[config.mk]
export PLATFORM = sky130hd
export DESIGN_NAME = fpu_normalize
export DESIGN_NICKNAME = d
export VERILOG_FILES = /design/src/rtl/fpu_normalize.sv
export SDC_FILE = /design/constraint.sdc
export NUM_CORES = 1
export LEC_CHECK = 0
export CAP_MARGIN = 20
export CORE_MARGIN = 8
export CORE_UTILIZATION = 45
export CTS_CLUSTER_DIAMETER = 200
export DETAILED_ROUTE_END_ITERATION = 10
export PLACE_DENSITY = 0.69
export RECOVER_POWER = 100
export SLEW_MARGIN = 20
export SYNTH_ARGS = -nofsm -noshare
export SYNTH_HDL_FRONTEND = slang
export SYNTH_SLANG_ARGS = --single-unit
export TNS_END_PERCENT = 10
[constraint.sdc]
create_clock -name CLK -period 11.25 [get_ports CLK]
set_clock_uncertainty 0.1 [all_clocks]
set_input_delay 1.6875 -clock CLK [delete_from_list [all_inputs] [get_ports CLK]]
set_output_delay 1.6875 -clock CLK [all_outputs]
set_load 0.01 [all_outputs]
[src/rtl/fpu_normalize.sv]
// Post-add normalization stage: turns the raw adder significand into the
// hidden+fraction+G form and sticky bit that the rounding stage expects.
module fpu_normalize #(
    parameter int MW   = 28,
    parameter int EW   = 8,
    parameter int EMAX = 255
) (
    input  logic          CLK,
    input  logic          RST,
    input  logic          in_valid,
    input  logic [MW-1:0] Mraw,
    input  logic [EW-1:0] Ez_in,
    input  logic          Sz_in,
    input  logic          eff_sub,
    input  logic [1:0]    R_mode_ext,
    output logic          out_valid,
    output logic [24:0]   After_norm,
    output logic          T,
    output logic          Sz,
    output logic [EW-1:0] Ez_norm,
    output logic          ovf_pre,
    output logic          denorm,
    output logic          zero
);

    logic          s1_valid;
    logic [MW-1:0] s1_mraw;
    logic [EW-1:0] s1_ez;
    logic          s1_sz;
    logic          s1_sub;
    logic [1:0]    s1_rm;
    logic          s1_carry;
    logic          s1_iszero;
    logic [4:0]    s1_lzc;

    logic [4:0]    lzc_in;
    logic [4:0]    sh;
    logic [26:0]   s27;
    logic [EW:0]   ez9;
    logic          sz_n;
    logic          ovf_n;
    logic          den_n;
    logic          zero_n;

    // Leading-zero count of Mraw[26:0]; the highest set bit wins, 27 when empty.
    always_comb begin
        lzc_in = 5'd27;
        for (int i = 0; i < 27; i++) begin
            if (Mraw[i]) lzc_in = 5'(26 - i);
        end
    end

    always_ff @(posedge CLK or negedge RST) begin
        if (!RST) begin
            s1_valid  <= 1'b0;
            s1_mraw   <= '0;
            s1_ez     <= '0;
            s1_sz     <= 1'b0;
            s1_sub    <= 1'b0;
            s1_rm     <= 2'b00;
            s1_carry  <= 1'b0;
            s1_iszero <= 1'b0;
            s1_lzc    <= 5'd0;
        end else begin
            s1_valid  <= in_valid;
            s1_mraw   <= Mraw;
            s1_ez     <= Ez_in;
            s1_sz     <= Sz_in;
            s1_sub    <= eff_sub;
            s1_rm     <= R_mode_ext;
            s1_carry  <= Mraw[MW-1];
            s1_iszero <= (Mraw == '0);
            s1_lzc    <= lzc_in;
        end
    end

    // The left shift is capped so the exponent never drops below 1; anything
    // still unnormalized after the capped shift is a subnormal with exponent 0.
    always_comb begin
        sh     = 5'd0;
        s27    = '0;
        ez9    = '0;
        sz_n   = s1_sz;
        ovf_n  = 1'b0;
        den_n  = 1'b0;
        zero_n = 1'b0;
        if (s1_iszero) begin
            zero_n = 1'b1;
            if (s1_sub) sz_n = (s1_rm == 2'b11);
        end else if (s1_carry) begin
            s27 = {s1_mraw[27:2], s1_mraw[1] | s1_mraw[0]};
            ez9 = {1'b0, s1_ez} + 9'd1;
            if (ez9 >= 9'(EMAX)) begin
                ovf_n = 1'b1;
                ez9   = 9'(EMAX);
            end
        end else begin
            if (s1_ez > {3'b000, s1_lzc}) begin
                sh = s1_lzc;
            end else if (s1_ez != '0) begin
                sh = 5'(s1_ez - 8'd1);
            end
            s27 = s1_mraw[26:0] << sh;
            ez9 = {1'b0, s1_ez} - {4'b0000, sh};
            if (!s27[26]) begin
                den_n = 1'b1;
                ez9   = '0;
            end
        end
    end

    always_ff @(posedge CLK or negedge RST) begin
        if (!RST) begin
            out_valid  <= 1'b0;
            After_norm <= '0;
            T          <= 1'b0;
            Sz         <= 1'b0;
            Ez_norm    <= '0;
            ovf_pre    <= 1'b0;
            denorm     <= 1'b0;
            zero       <= 1'b0;
        end else begin
            out_valid  <= s1_valid;
            After_norm <= s27[26:2];
            T          <= s27[1] | s27[0];
            Sz         <= sz_n;
            Ez_norm    <= ez9[EW-1:0];
            ovf_pre    <= ovf_n;
            denorm     <= den_n;
            zero       <= zero_n;
        end
    end

endmodule

==> flow_metrics.env <==
export IMPL_crit_required_ns=11.28
export IMPL_initial_core_util=0.459
export IMPL_numCtsBuffers=9
export IMPL_worst_slew_pin_slew_ns=4.14
export IMPL_ctsResizeCount=0
export IMPL_syn_cell_area_sq_um=4950
export IMPL_timing_fmax_ghz=0.156
export IMPL_reg2reg_to="Ez_norm[6]$_DFF_PN0_"
export IMPL_synthFlopType="dfrtp_1"
export IMPL_hold_viol=0
export IMPL_clkTransAtPathRegs_ns=0.09
export IMPL_synth_top_area_frac=0.435
export IMPL_synth_distinct_cells=66
export IMPL_die_area_sq_um=14600
export IMPL_failed_checks="max-capacitance violations, max-slew violations"
export IMPL_synth_common_cells="dfrtp_1, nand2_1, nor2_1"
export IMPL_wl_per_cell_microns=19.3
export IMPL_status="finished with violations"
export IMPL_reg2reg_slack_ns=4.85
export IMPL_ir_drop_v=0.0000655
export IMPL_core_area_sq_um=10800
export IMPL_ys_ff_latch=86
export IMPL_grt_pass1_wl_microns=23200
export IMPL_clockBufferDepth=2
export IMPL_min_path_type="flop to flop"
export IMPL_grt_usage=0.201
export IMPL_tns_ns=0
export IMPL_grt_max_degree=87
export IMPL_cap_viol_max_count=2
export IMPL_fp_row_count=38
export IMPL_endpoint_kind="flop"
export IMPL_post_cts_setup_buffers=0
export IMPL_drc=0
export IMPL_cp_common_cell="a2111oi_0"
export IMPL_nets=664
export IMPL_synthMostInstantiatedCell="dfrtp_1"
export IMPL_gp_congestion=0.978
export IMPL_critPathSlowestCell="a2111oi_0"
export IMPL_worst_setup_path_type="flop to flop"
export IMPL_insertion_delay_ns=0.37
export IMPL_die_width_microns=121
export IMPL_min_path_cells=0
export IMPL_min_period_ns=6.40
export IMPL_yosysSeqAreaShare=0.435
export IMPL_setup_viol=0
export IMPL_syn_nets=594
export IMPL_path_cells="inv_1 -> ha_1 -> nand2b_1 -> a211o_1 -> a21o_1 -> mux2_1 -> inv_1 -> a2111oi_0 -> nor4_1 -> a32o_1 -> a2111oi_0 -> a2111oi_0"
export IMPL_drtIter0Drc=476
export IMPL_dp_hpwl_microns=11000
export IMPL_slew_violations=97
export IMPL_synth_edff_count=0
export IMPL_crit_start="s1_ez[0]$_DFF_PN0_"
export IMPL_holdBufCountCts=0
export IMPL_p_per_area_nw_per_um2=121
export IMPL_maxSlewHeadroom=-1.76
export IMPL_cts_tree="built"
export IMPL_whs_ns=0.267
export IMPL_io_pins=82
export IMPL_fin_crit_sh=0.569
export IMPL_rsz0062_at_grt="no"
export IMPL_cts_max_level=3
export IMPL_area_growth_pct=20.9
export IMPL_cp_depth=12
export IMPL_ctsRootBufferMaster="clkbuf_8"
export IMPL_overflow=0
export IMPL_cp_top_family="compound AO/OA/AOI/OAI gates"
export IMPL_ys_async_sr_fraction=1.00
export IMPL_slowest_delay_ns=1.83
export IMPL_yosys_warnings=0
export IMPL_synth_area_leaders="dfrtp_1, mux2i_1, nand2_1"
export IMPL_r2r_start="s1_ez[0]$_DFF_PN0_"
export IMPL_n_antenna_cell=0
export IMPL_io_buffers=81
export IMPL_reg2regPathDepth=12
export IMPL_antenna_found_initial=0
export IMPL_crit_arrival_ns=6.44
export IMPL_via_per_inst=6.02
export IMPL_ant_nets=0
export IMPL_worstSetupEndpoint="Ez_norm[6]$_DFF_PN0_"
export IMPL_grt_pass1_vias=4429
export IMPL_crit_path_max_fanout=26
export IMPL_drt_pass1_iterations=5
export IMPL_synth_avg_cell_area_sq_um=9.23
export IMPL_synth_area_leader_cell="dfrtp_1"
export IMPL_path_buf_inv=2
export IMPL_drive_gt1_frac=0.0507
export IMPL_synth_cells=536
export IMPL_critPathLaunchType="flop"
export IMPL_wirelength_microns=14500
export IMPL_clkSinkCount=86
export IMPL_num_vias=4520
export IMPL_die_h_microns=121
export IMPL_power_leakage_nw=2.55
through the flow:
| step | cells | power [W] | setup slack, ns | instance area (sq um) | util |
|---|---|---|---|---|---|
| final | 751 | 0.000726 | 4.85 | 5980 | 0.554 |
| after global routing | 751 | 0.000764 | 4.37 | 5980 | 0.554 |
| after CTS | 751 | 0.000741 | 6.72 | 6020 | 0.558 |
| after detailed placement | 735 | 0.000549 | 6.76 | 5850 | 0.542 |
| after global placement | 735 | 0.000547 | 6.90 | 5850 | 0.542 |
| after floorplan | 536 | 0.000457 | 7.23 | 4950 | - |
worst min-delay path by stage:
stage                  startpoint             endpoint  slack, ns
2_1_floorplan  s1_valid$_DFF_PN0_  out_valid$_DFF_PN0_       0.23
3_3_place_gp   s1_valid$_DFF_PN0_  out_valid$_DFF_PN0_       0.23
3_5_place_dp   s1_valid$_DFF_PN0_  out_valid$_DFF_PN0_       0.24
4_1_cts        s1_valid$_DFF_PN0_  out_valid$_DFF_PN0_       0.27
5_1_grt        s1_valid$_DFF_PN0_  out_valid$_DFF_PN0_       0.28
6_report       s1_valid$_DFF_PN0_  out_valid$_DFF_PN0_       0.27
report_power, final:
part	leakage, nW	total [W]	switching (W)	internal, W
clock network	0.0893	0.000193	0.000106	0.0000861
registers	1.03	0.000349	0.0000157	0.000333
logic	1.44	0.000184	0.000105	0.0000788
cells by family (layout without fill, tap and decap cells):
| group | Yosys count | count (layout) | synth area share |
|---|---|---|---|
| buf+inv | 55 | 130 | 0.0468 |
| compound gates | 159 | 159 | 0.223 |
| mux | 36 | 36 | 0.0751 |
| flops | 86 | 86 | 0.435 |
| fa+ha+maj | 15 | 15 | 0.0394 |
| xor+xnor | 11 | 11 | 0.0195 |
| simple gates | 174 | 174 | 0.162 |
flip-flops by register name (all words and copies together) (netlist names), 2 cells and up:
signal      count
s1_mraw        27
After_norm     25
Ez_norm         8
s1_ez           8
s1_lzc          5
s1_rm           2
placed cells by master, fill, tap and decap left out, drive strengths merged, types with 7 or more instances in the layout:
master       Yosys  final
a2111oi          7      7
a211oi           9      9
a21o             7      7
a21oi           35     35
a22oi           18     18
clkbuf          13     13
dfrtp           86     86
dlygate4sd3      0     80
ha              14     14
inv             27     27
mux2i           30     30
nand2           65     65
nand3           15     15
nor2            43     43
nor3            18     18
nor4             9      9
o21ai           29     29
o22ai            8      8
layer usage:
layer	global-route usage	up-vias	wire length, microns
met5	0	-	0
met4	0.0929	0	341
met3	0.0447	30	1280
met2	0.289	232	6380
met1	0.280	2152	6500
li1	-	2106	-
cell type report:
type | instances | area [sq um]
Timing Repair Buffer | 87 | 846
Clock buffer | 11 | 141
Inverter | 27 | 101
Sequential cell | 86 | 2150
Fill cell | 1001 | 4810
Clock inverter | 5 | 35.0
Multi-Input combinational cell | 395 | 2530
Tap cell | 140 | 175
Note: power is estimated with default switching activity, not from simulation.
